<file path="src/rtl/mdu_hilo_pkg.sv">
// Shared definitions for the multiply/divide unit: op codes, FSM state
// encodings and divider iteration constants.
package mdu_hilo_pkg;

    localparam int DIV_ITERS = 32;
    localparam int DIV_CNT_W = 5;

    typedef enum logic [2:0] {
        OP_MULT  = 3'd0,
        OP_MULTU = 3'd1,
        OP_DIV   = 3'd2,
        OP_DIVU  = 3'd3,
        OP_MFHI  = 3'd4,
        OP_MFLO  = 3'd5,
        OP_MTHI  = 3'd6,
        OP_MTLO  = 3'd7
    } mdu_op_e;

    typedef enum logic [1:0] {
        ST_IDLE = 2'd0,
        ST_MUL  = 2'd1,
        ST_DIV  = 2'd2,
        ST_FIX  = 2'd3
    } mdu_state_e;

endpackage

</file>
<file path="src/rtl/mdu_div.sv">
// Iterative restoring divider on unsigned magnitudes, one quotient bit per
// cycle. The quotient register doubles as the dividend shift register.
// Ports:
//   clk, rst           clock, synchronous active-high reset
//   start              load operands and begin (ignored while abort)
//   abort              drop any in-flight division
//   dividend, divisor  unsigned magnitudes
//   done               high during the cycle the last step executes;
//                      quotient/remainder are final after that edge
//   quotient, remainder
module mdu_div
    import mdu_hilo_pkg::*;
#(
    parameter int DATA_WIDTH = 32
) (
    input  logic                  clk,
    input  logic                  rst,
    input  logic                  start,
    input  logic                  abort,
    input  logic [DATA_WIDTH-1:0] dividend,
    input  logic [DATA_WIDTH-1:0] divisor,
    output logic                  done,
    output logic [DATA_WIDTH-1:0] quotient,
    output logic [DATA_WIDTH-1:0] remainder
);

    logic                  busy;
    logic [DIV_CNT_W-1:0]  cnt;
    logic [DATA_WIDTH-1:0] dvsr;
    logic [DATA_WIDTH:0]   rem_sh;
    logic [DATA_WIDTH:0]   diff;

    always_comb begin
        rem_sh = {remainder, quotient[DATA_WIDTH-1]};
        diff   = rem_sh - {1'b0, dvsr};
    end

    assign done = busy & (cnt == DIV_CNT_W'(DIV_ITERS - 1));

    always_ff @(posedge clk) begin
        if (rst) begin
            busy      <= 1'b0;
            cnt       <= '0;
            dvsr      <= '0;
            quotient  <= '0;
            remainder <= '0;
        end else if (abort) begin
            busy <= 1'b0;
            cnt  <= '0;
        end else if (start) begin
            busy      <= 1'b1;
            cnt       <= '0;
            dvsr      <= divisor;
            quotient  <= dividend;
            remainder <= '0;
        end else if (busy) begin
            // counter wraps back to 0 on the final step
            cnt <= cnt + 1'b1;
            if (done)
                busy <= 1'b0;
            if (!diff[DATA_WIDTH]) begin
                remainder <= diff[DATA_WIDTH-1:0];
                quotient  <= {quotient[DATA_WIDTH-2:0], 1'b1};
            end else begin
                remainder <= rem_sh[DATA_WIDTH-1:0];
                quotient  <= {quotient[DATA_WIDTH-2:0], 1'b0};
            end
        end
    end

endmodule

</file>
<file path="src/rtl/mdu_hilo.sv">
// Multiply/divide unit owning the HI/LO registers. One op at a time.
// Ports:
//   clk, rst                synchronous active-high reset
//   flush                   abort in-flight op, drop same-cycle accept
//   in_valid, mdu_op        op issue
//   src1, src2              rs / rt operands
//   mdu_ready               unit idle (state == IDLE)
//   mdu_res, mdu_res_byte_wen  MFHI/MFLO result and byte enables
//   hi_out, lo_out          current HI/LO
//
// state | meaning
// IDLE  | accepting ops; MFxx/MTxx complete here
// MUL   | multiply in progress, MUL_LAT cycles, writes HI/LO on last
// DIV   | divider stepping, 32 cycles
// FIX   | apply quotient/remainder signs, write HI/LO
module mdu_hilo
    import mdu_hilo_pkg::*;
#(
    parameter int DATA_WIDTH = 32,
    parameter int MUL_LAT    = 2
) (
    input  logic                  clk,
    input  logic                  rst,
    input  logic                  flush,
    input  logic                  in_valid,
    input  logic [2:0]            mdu_op,
    input  logic [DATA_WIDTH-1:0] src1,
    input  logic [DATA_WIDTH-1:0] src2,
    output logic                  mdu_ready,
    output logic [DATA_WIDTH-1:0] mdu_res,
    output logic [3:0]            mdu_res_byte_wen,
    output logic [DATA_WIDTH-1:0] hi_out,
    output logic [DATA_WIDTH-1:0] lo_out
);

    localparam int MCW = (MUL_LAT > 1) ? $clog2(MUL_LAT) : 1;

    mdu_state_e state, state_next;
    mdu_op_e    op;

    logic                    accept, div_start, mul_wr, fix_wr;
    logic [DATA_WIDTH-1:0]   hi, lo;
    logic [DATA_WIDTH-1:0]   op_a, op_b;
    logic                    mul_signed;
    logic [MCW-1:0]          mul_cnt;
    logic [2*DATA_WIDTH-1:0] ext_a, ext_b, prod;
    logic                    q_neg, r_neg, dbz;
    logic                    a_neg, b_neg;
    logic [DATA_WIDTH-1:0]   mag_a, mag_b;
    logic                    div_done;
    logic [DATA_WIDTH-1:0]   quo, rem, fix_lo, fix_hi;

    assign op        = mdu_op_e'(mdu_op);
    assign mdu_ready = (state == ST_IDLE);
    assign hi_out    = hi;
    assign lo_out    = lo;

    always_ff @(posedge clk) begin
        if (rst)
            state <= ST_IDLE;
        else
            state <= state_next;
    end

    always_comb begin
        state_next = state;
        accept     = in_valid & (state == ST_IDLE) & ~flush;
        div_start  = 1'b0;
        mul_wr     = 1'b0;
        fix_wr     = 1'b0;
        case (state)
            ST_IDLE: begin
                if (accept) begin
                    if (op == OP_MULT || op == OP_MULTU)
                        state_next = ST_MUL;
                    else if (op == OP_DIV || op == OP_DIVU) begin
                        state_next = ST_DIV;
                        div_start  = 1'b1;
                    end
                end
            end
            ST_MUL: begin
                if (mul_cnt == '0) begin
                    state_next = ST_IDLE;
                    mul_wr     = ~flush;
                end
            end
            ST_DIV: begin
                if (div_done)
                    state_next = ST_FIX;
            end
            ST_FIX: begin
                state_next = ST_IDLE;
                fix_wr     = ~flush;
            end
            default: state_next = ST_IDLE;
        endcase
        if (flush)
            state_next = ST_IDLE;
    end

    // Sign-extending both operands to 64 bits makes the truncated
    // 64-bit product correct for both signed and unsigned multiply.
    always_comb begin
        ext_a = {{DATA_WIDTH{mul_signed & op_a[DATA_WIDTH-1]}}, op_a};
        ext_b = {{DATA_WIDTH{mul_signed & op_b[DATA_WIDTH-1]}}, op_b};
        prod  = ext_a * ext_b;
    end

    always_comb begin
        a_neg = (op == OP_DIV) & src1[DATA_WIDTH-1];
        b_neg = (op == OP_DIV) & src2[DATA_WIDTH-1];
        mag_a = a_neg ? -src1 : src1;
        mag_b = b_neg ? -src2 : src2;
    end

    // Divide by zero bypasses the sign fix-up: LO=all ones, HI=raw dividend.
    always_comb begin
        fix_lo = dbz ? '1 : (q_neg ? -quo : quo);
        fix_hi = dbz ? op_a : (r_neg ? -rem : rem);
    end

    mdu_div #(.DATA_WIDTH(DATA_WIDTH)) u_div (
        .clk       (clk),
        .rst       (rst),
        .start     (div_start),
        .abort     (flush),
        .dividend  (mag_a),
        .divisor   (mag_b),
        .done      (div_done),
        .quotient  (quo),
        .remainder (rem)
    );

    always_ff @(posedge clk) begin
        if (rst) begin
            hi               <= '0;
            lo               <= '0;
            mdu_res          <= '0;
            mdu_res_byte_wen <= '0;
            op_a             <= '0;
            op_b             <= '0;
            mul_signed       <= 1'b0;
            mul_cnt          <= '0;
            q_neg            <= 1'b0;
            r_neg            <= 1'b0;
            dbz              <= 1'b0;
        end else begin
            if (flush)
                mdu_res_byte_wen <= '0;
            if (accept) begin
                mdu_res_byte_wen <= '0;
                op_a             <= src1;
                op_b             <= src2;
                mul_signed       <= (op == OP_MULT);
                mul_cnt          <= MCW'(MUL_LAT - 1);
                q_neg            <= a_neg ^ b_neg;
                r_neg            <= a_neg;
                dbz              <= (src2 == '0);
                case (op)
                    OP_MFHI: begin
                        mdu_res          <= hi;
                        mdu_res_byte_wen <= 4'b1111;
                    end
                    OP_MFLO: begin
                        mdu_res          <= lo;
                        mdu_res_byte_wen <= 4'b1111;
                    end
                    OP_MTHI: hi <= src1;
                    OP_MTLO: lo <= src1;
                    default: ;
                endcase
            end else if (state == ST_MUL && mul_cnt != '0) begin
                mul_cnt <= mul_cnt - 1'b1;
            end
            if (mul_wr) begin
                hi <= prod[2*DATA_WIDTH-1:DATA_WIDTH];
                lo <= prod[DATA_WIDTH-1:0];
            end
            if (fix_wr) begin
                hi <= fix_hi;
                lo <= fix_lo;
            end
        end
    end

endmodule

</file>
<file path="config.mk">
export PLATFORM = sky130hd
export DESIGN_NAME = mdu_hilo
export DESIGN_NICKNAME = d
export VERILOG_FILES = /design/src/rtl/mdu_hilo_pkg.sv /design/src/rtl/mdu_div.sv /design/src/rtl/mdu_hilo.sv
export SDC_FILE = /design/constraint.sdc
export NUM_CORES = 2
export LEC_CHECK = 0
export CAP_MARGIN = 30
export CELL_PAD_IN_SITES_DETAIL_PLACEMENT = 0
export CELL_PAD_IN_SITES_GLOBAL_PLACEMENT = 1
export CORE_MARGIN = 2
export CORE_UTILIZATION = 54
export CTS_CLUSTER_SIZE = 14
export DETAILED_ROUTE_END_ITERATION = 6
export GPL_TIMING_DRIVEN = 0
export PLACE_DENSITY_LB_ADDON = 0.1
export SLEW_MARGIN = 20
export SYNTH_ARGS = -nofsm -noshare
export SYNTH_HDL_FRONTEND = slang
export SYNTH_SLANG_ARGS = --single-unit
</file>
<file path="constraint.sdc">
create_clock -name clk -period 15.6 [get_ports clk]
set_clock_uncertainty 0.05 [all_clocks]
set_input_delay 2.34 -clock clk [delete_from_list [all_inputs] [get_ports clk]]
set_output_delay 2.34 -clock clk [all_outputs]
set_load 0.01 [all_outputs]
</file>
* Yosys cells after proc, flatten, opt, wreduce, memory -nomap -nowiden *
Index checks and enable logic that the tools add are counted.

storage, ports and cells
  register bits = 273
  input bits = 71
  output and inout bits = 101

operators by class
  add/subtract/negate cells = 7
  multiply operators = 1
  equal/unequal tests = 15
  mux-type cells = 42
  bitwise gates (word level) = 9
  reductions and logical operators = 22

operators with widths
  operator               number
  $mux W32               19
  $neg A32 Y32           4
  $mul A33 B33 Y64       1
  $pmux W32 S2           1
  $sub A33 B32 Y33       1
  $logic_not A32 Y1      1
  $mux W1                13
  $eq A3 B3 Y1 const B   4
  $mux W4                3
  $mux W2                5
  $reduce_and A2 Y1      5
  $reduce_bool A3 Y1     3
  $pmux W2 S4            1
  $reduce_bool A2 Y1     4
  $and A1 B1 Y1          7
  $eq A3 B2 Y1 const B   2
  $add A5 B1 Y5 const B  1
  $eq A5 B5 Y1 const B   1
  $eq A2 B2 Y1 const B   2
  $ne A2 B2 Y1 const B   2
  $reduce_and A4 Y1      1
  $reduce_or A2 Y1       2
  $eq A3 B1 Y1 const B   1
  $logic_not A3 Y1       1
  other kinds (10)       11

* Logic depth before layout (Yosys ltp) *
  depth in word-level cells = 8
  mapped depth = 31

* By module *
A second synthesis with hierarchy kept.

second synthesis, totals
  cell total of the unflattened synthesis = 6,330
  area, all modules = 54,148.2 µm²

by module, submodules not included
  module    instances  cells each  area an instance (µm²)
  mdu_hilo  1          5,581       48,099.9
  mdu_div   1          749         6,048.3

* Worst setup path after synthesis *
No wires, ideal clock.

  path type = reg2reg
  start = register op_a[31]
  end = register hi[31] (netlist: hi_out[31])
  library setup time = 0.131 ns
  arrival = 8.374 ns
  required time = 15.419 ns
  slack = 7.045 ns
  stages on the path, launching flop included = 32
  clock period less this slack = 8.555 ns
  path through = dfxtp_1 -> clkbuf_1 -> and2_1 -> clkbuf_1 -> nand2_1 -> inv_1 -> fa_1 -> inv_1 -> fa_1 -> inv_1 -> fa_1 -> fa_1 -> inv_1 -> fa_1 -> inv_1 -> fa_1 -> inv_1 -> fa_1 -> fa_1 -> inv_1 -> ha_1 -> clkbuf_1 -> a21oi_1 -> nand2_1 -> a211oi_1 -> a22oi_1 -> a31oi_1 -> nor4bb_1 -> nor2_1 -> o311ai_0 -> mux2i_1 -> o32ai_2

between the ends
  longest elaborated chain between the ends = 4
  elaborated cells between the ends (all ways) = 5
  those cells by class = 1 x mul; 3 x mux; 1 x bitwise

ends and longest elaborated chain
  element                   line             RTL
  start: declaration        mdu_hilo.sv:43   logic [DATA_WIDTH-1:0] op_a, op_b;
  start signal: assignment  mdu_hilo.sv:153  op_a <= src1;
  $and A1 B1 Y1             mdu_hilo.sv:105  ext_a = {{DATA_WIDTH{mul_signed & op_a[DATA_WIDTH-1]}}, op_a};
  $mul A33 B33 Y64          mdu_hilo.sv:107  prod = ext_a * ext_b;
  $mux W32                  mdu_hilo.sv:176  if (mul_wr) begin
  $mux W32 *                mdu_hilo.sv:180  if (fix_wr) begin
  end signal: assignment    mdu_hilo.sv:169  OP_MTHI: hi <= src1;
  end signal: assignment    mdu_hilo.sv:177  hi <= prod[2*DATA_WIDTH-1:DATA_WIDTH];
  end signal: assignment    mdu_hilo.sv:181  hi <= fix_hi;
  end: declaration          mdu_hilo.sv:42   logic [DATA_WIDTH-1:0] hi, lo;

Mark *: on every way between the ends. The rest lies on a longest branch, timed or not.
A chain may end at the register's enable or synchronous reset.

* Final worst setup path *
Same ends and word-level chain as after synthesis.

==> results.json <==
{
  "p_leak_nw": 26.8,
  "critPathMostFrequentCell": "fa_1",
  "finalPower_mw": 2.30,
  "fp.dieW_um": 319,
  "clk_latency_ns": 0.59,
  "cp_data_arrival_time_ns": 11.78,
  "die-area_um2": 102000,
  "ys_types": 78,
  "min_period_over_period_pct": 73.0,
  "timing.rr.end": "hi_out[31]",
  "hold_start": "u_div.dvsr[25]",
  "slew_headroom_pct": 23.3,
  "grt_pass1_vias": 45800,
  "initial_utilization_pct": 54.5,
  "regToRegSetupSlack_ns": 4.21,
  "post_cts_buffers": 0,
  "fin_nets": 7946,
  "drc_errors": 0,
  "outcome": "finished, final reports clean",
  "clock-sinks": 270,
  "crit_fanout": 10,
  "grt_first_pass_wirelength_um": 309000,
  "final_util_pct": 59.2,
  "grt_setup_unrepaired": "false",
  "worst_slew_pin_slew_ns": 1.15,
  "die_h_um": 319,
  "wl_per_cell_um": 27.0,
  "slowest_stage": "fa_1",
  "finalSetupViolCount": 0,
  "tns_ns": 0,
  "seq_area_frac_synth_pct": 10.1,
  "portBuffers": 164,
  "cts_buffers": 27,
  "cts-root-buf": "clkbuf_16",
  "drt_iter0_drc": 4866,
  "wl_um": 212000,
  "hp-class": "reg2reg",
  "vdd.ir_drop.worst_mv": 0.0742,
  "coreArea_um2": 98400,
  "hold_depth": 2,
  "post_cts_resized": 0,
  "yosys_warnings": 0,
  "fmax_ghz": 0.0878,
  "rr_worst_depth": 31,
  "hold_viol_final": 0,
  "synthesis.area_um2": 53600,
  "drive_gt1_share_pct": 1.96,
  "final_max_slew_viol_count": 0,
  "vias": 46200,
  "postSynthAreaPerCell_um2": 8.54,
  "timing.rr.start": "op_a[31]",
  "layout_common_cells": "1,184 x inv_1, 1,125 x fa_1, 1,081 x nand2_1",
  "placed_cells": 7743,
  "hold_ws_ns": 0.400,
  "place_congestion": 1.02,
  "grt_overflow": 0,
  "clkTransAtPathRegs_ns": 0.07,
  "crit_required_ns": 15.99,
  "cts_tree": "built",
  "synth-async-reset-ratio_pct": 0,
  "final_common_cell": "inv_1",
  "rows": 115,
  "ctsHoldBuffers": 0,
  "dr.pass1.iters": 6,
  "crit_type": "reg2reg",
  "pwr_density_cell_nw_per_um2": 39.6,
  "grt_use_total_pct": 41.9,
  "routed_via_density": 5.89,
  "yosys_register_bits": 270,
  "hpwl_um": 178000,
  "critical_path.endpoint_type": "flop",
  "cts.path.max_buffers": 3,
  "cap_violations": 0,
  "hold_end": "u_div.dvsr[25]",
  "grt_max_degree": 25,
  "synthFlopType": "dfxtp_1",
  "netlist_instances": 6277,
  "min_period_ns": 11.39,
  "cp-start-kind": "flop",
  "area_growth_pct": 8.60,
  "fin_cells": 7841,
  "detail-route-antenna-nets": 0,
  "htreeDepth": 1,
  "antenna_found_initial": 22,
  "critPathMaxStageDelay_ns": 0.99,
  "synth_edf_count": 0,
  "syn_nets": 7724,
  "fill_cells": 9090,
  "ios": 172
}
stage by stage:
step | instance area [um^2] | setup WS (ns)
finish | 58200 | 4.21
global route | 58100 | 3.84
CTS | 58000 | 4.38
detailed placement | 57000 | 4.45
global placement | 56900 | 4.43
floorplan | 53600 | 7.04
layer usage:
layer	vias up	global-route usage, %	routed length [um]
met5	-	0	72
met4	10	17.9	11100
met3	536	13.0	24600
met2	2505	62.3	91600
met1	23500	56.7	84300
li1	19700	-	-
layout make-up:
type,instances,area (um^2),area share [%]
diodes,34,85.1,0.146
plain buffers,411,1570,2.70
clock buffers,36,769,1.32
clock inverters,14,160,0.275
inverters,1184,4440,7.63
multi-input cells,4412,42200,72.5
flip-flops and latches,270,5410,9.28
well taps,1287,1610,2.77
repair buffers,193,1980,3.39
cells in the mapped netlist, types with 6 or more instances:
cell type     n  area, um^2
inv_1      1184        4440
fa_1       1126       22500
nand2_1    1081        4060
clkbuf_1    381        1430
and2_1      351        2200
a21oi_1     282        1410
nor2_1      278        1040
dfxtp_1     270        5410
ha_1        250        3130
o21ai_0     137         686
xnor2_1     122        1070
xor2_1       92         806
a211oi_1     84         631
mux2i_1      75         751
nand3_1      50         250
a21o_1       40         300
a311oi_1     39         342
nor3_1       34         170
o31ai_1      30         225
and3_1       29         181
nand4_1      21         131
nor4_1       21         131
buf_1        19        71.3
a31oi_1      18         113
o211ai_1     18         135
o21a_1       16         120
or3_1        16         100
o41ai_1      15         131
or2_2        15        93.8
a221oi_1     14         123
nor2b_1      14        87.6
o21bai_1     13        97.6
nand2b_1     12        75.1
or4_1        11        82.6
o221ai_1     10        87.6
o22ai_1      10        62.6
a2111oi_0     8        70.1
a22oi_1       8        60.1
a21boi_0      7        52.6
buf_2         6        30.0
nand3b_1      6        45.0
worst max-delay path, delay by kind of cell (launching register included):
kind                       cells  cell delay [ns]
AOI/OAI and AO/OA              6             1.64
adders and majority gates      9             4.93
buffers and inverters         10             2.51
DFF                            1             0.31
muxes                          1             0.33
and+or+nand+nor                5             1.49
how the worst max path moves through the flow:
| stage | start | to | depth (start not counted) |
|---|---|---|---|
| 6_report | op_a[31] | hi_out[31] | 31 |
| 5_1_grt | op_a[31] | hi_out[31] | 31 |
| 4_1_cts | op_a[31] | hi_out[31] | 31 |
| 3_5_place_dp | op_a[31] | hi_out[31] | 31 |
| 3_3_place_gp | op_a[31] | hi_out[31] | 31 |
| 2_1_floorplan | op_a[31] | hi_out[31] | 31 |
kinds of logic after synthesis:
kind of cell / synth area share (%)
XOR/XNOR: 3.50
adder cells (fa/ha/maj): 47.9
flip-flops: 10.1
AO/OA/AOI/OAI: 9.36
multiplexers: 1.44
buffers and inverters: 11.2
AND/OR/NAND/NOR: 16.5
power by group:
| group | internal, mW | leakage (nW) | switching, mW |
|---|---|---|---|
| Sequential | 0.709 | 2.19 | 0.0320 |
| Clock | 0.398 | 0.454 | 0.315 |
| Combinational | 0.276 | 24.2 | 0.574 |
flip-flops by register name, indices dropped and copies added (netlist names), 32 cells and up:
register,flops
u_div.remainder,32
op_a,32
op_b,32
u_div.quotient,32
lo_out,32
u_div.dvsr,32
mdu_res,32
hi_out,32
Power figures use the tool's default switching activity.
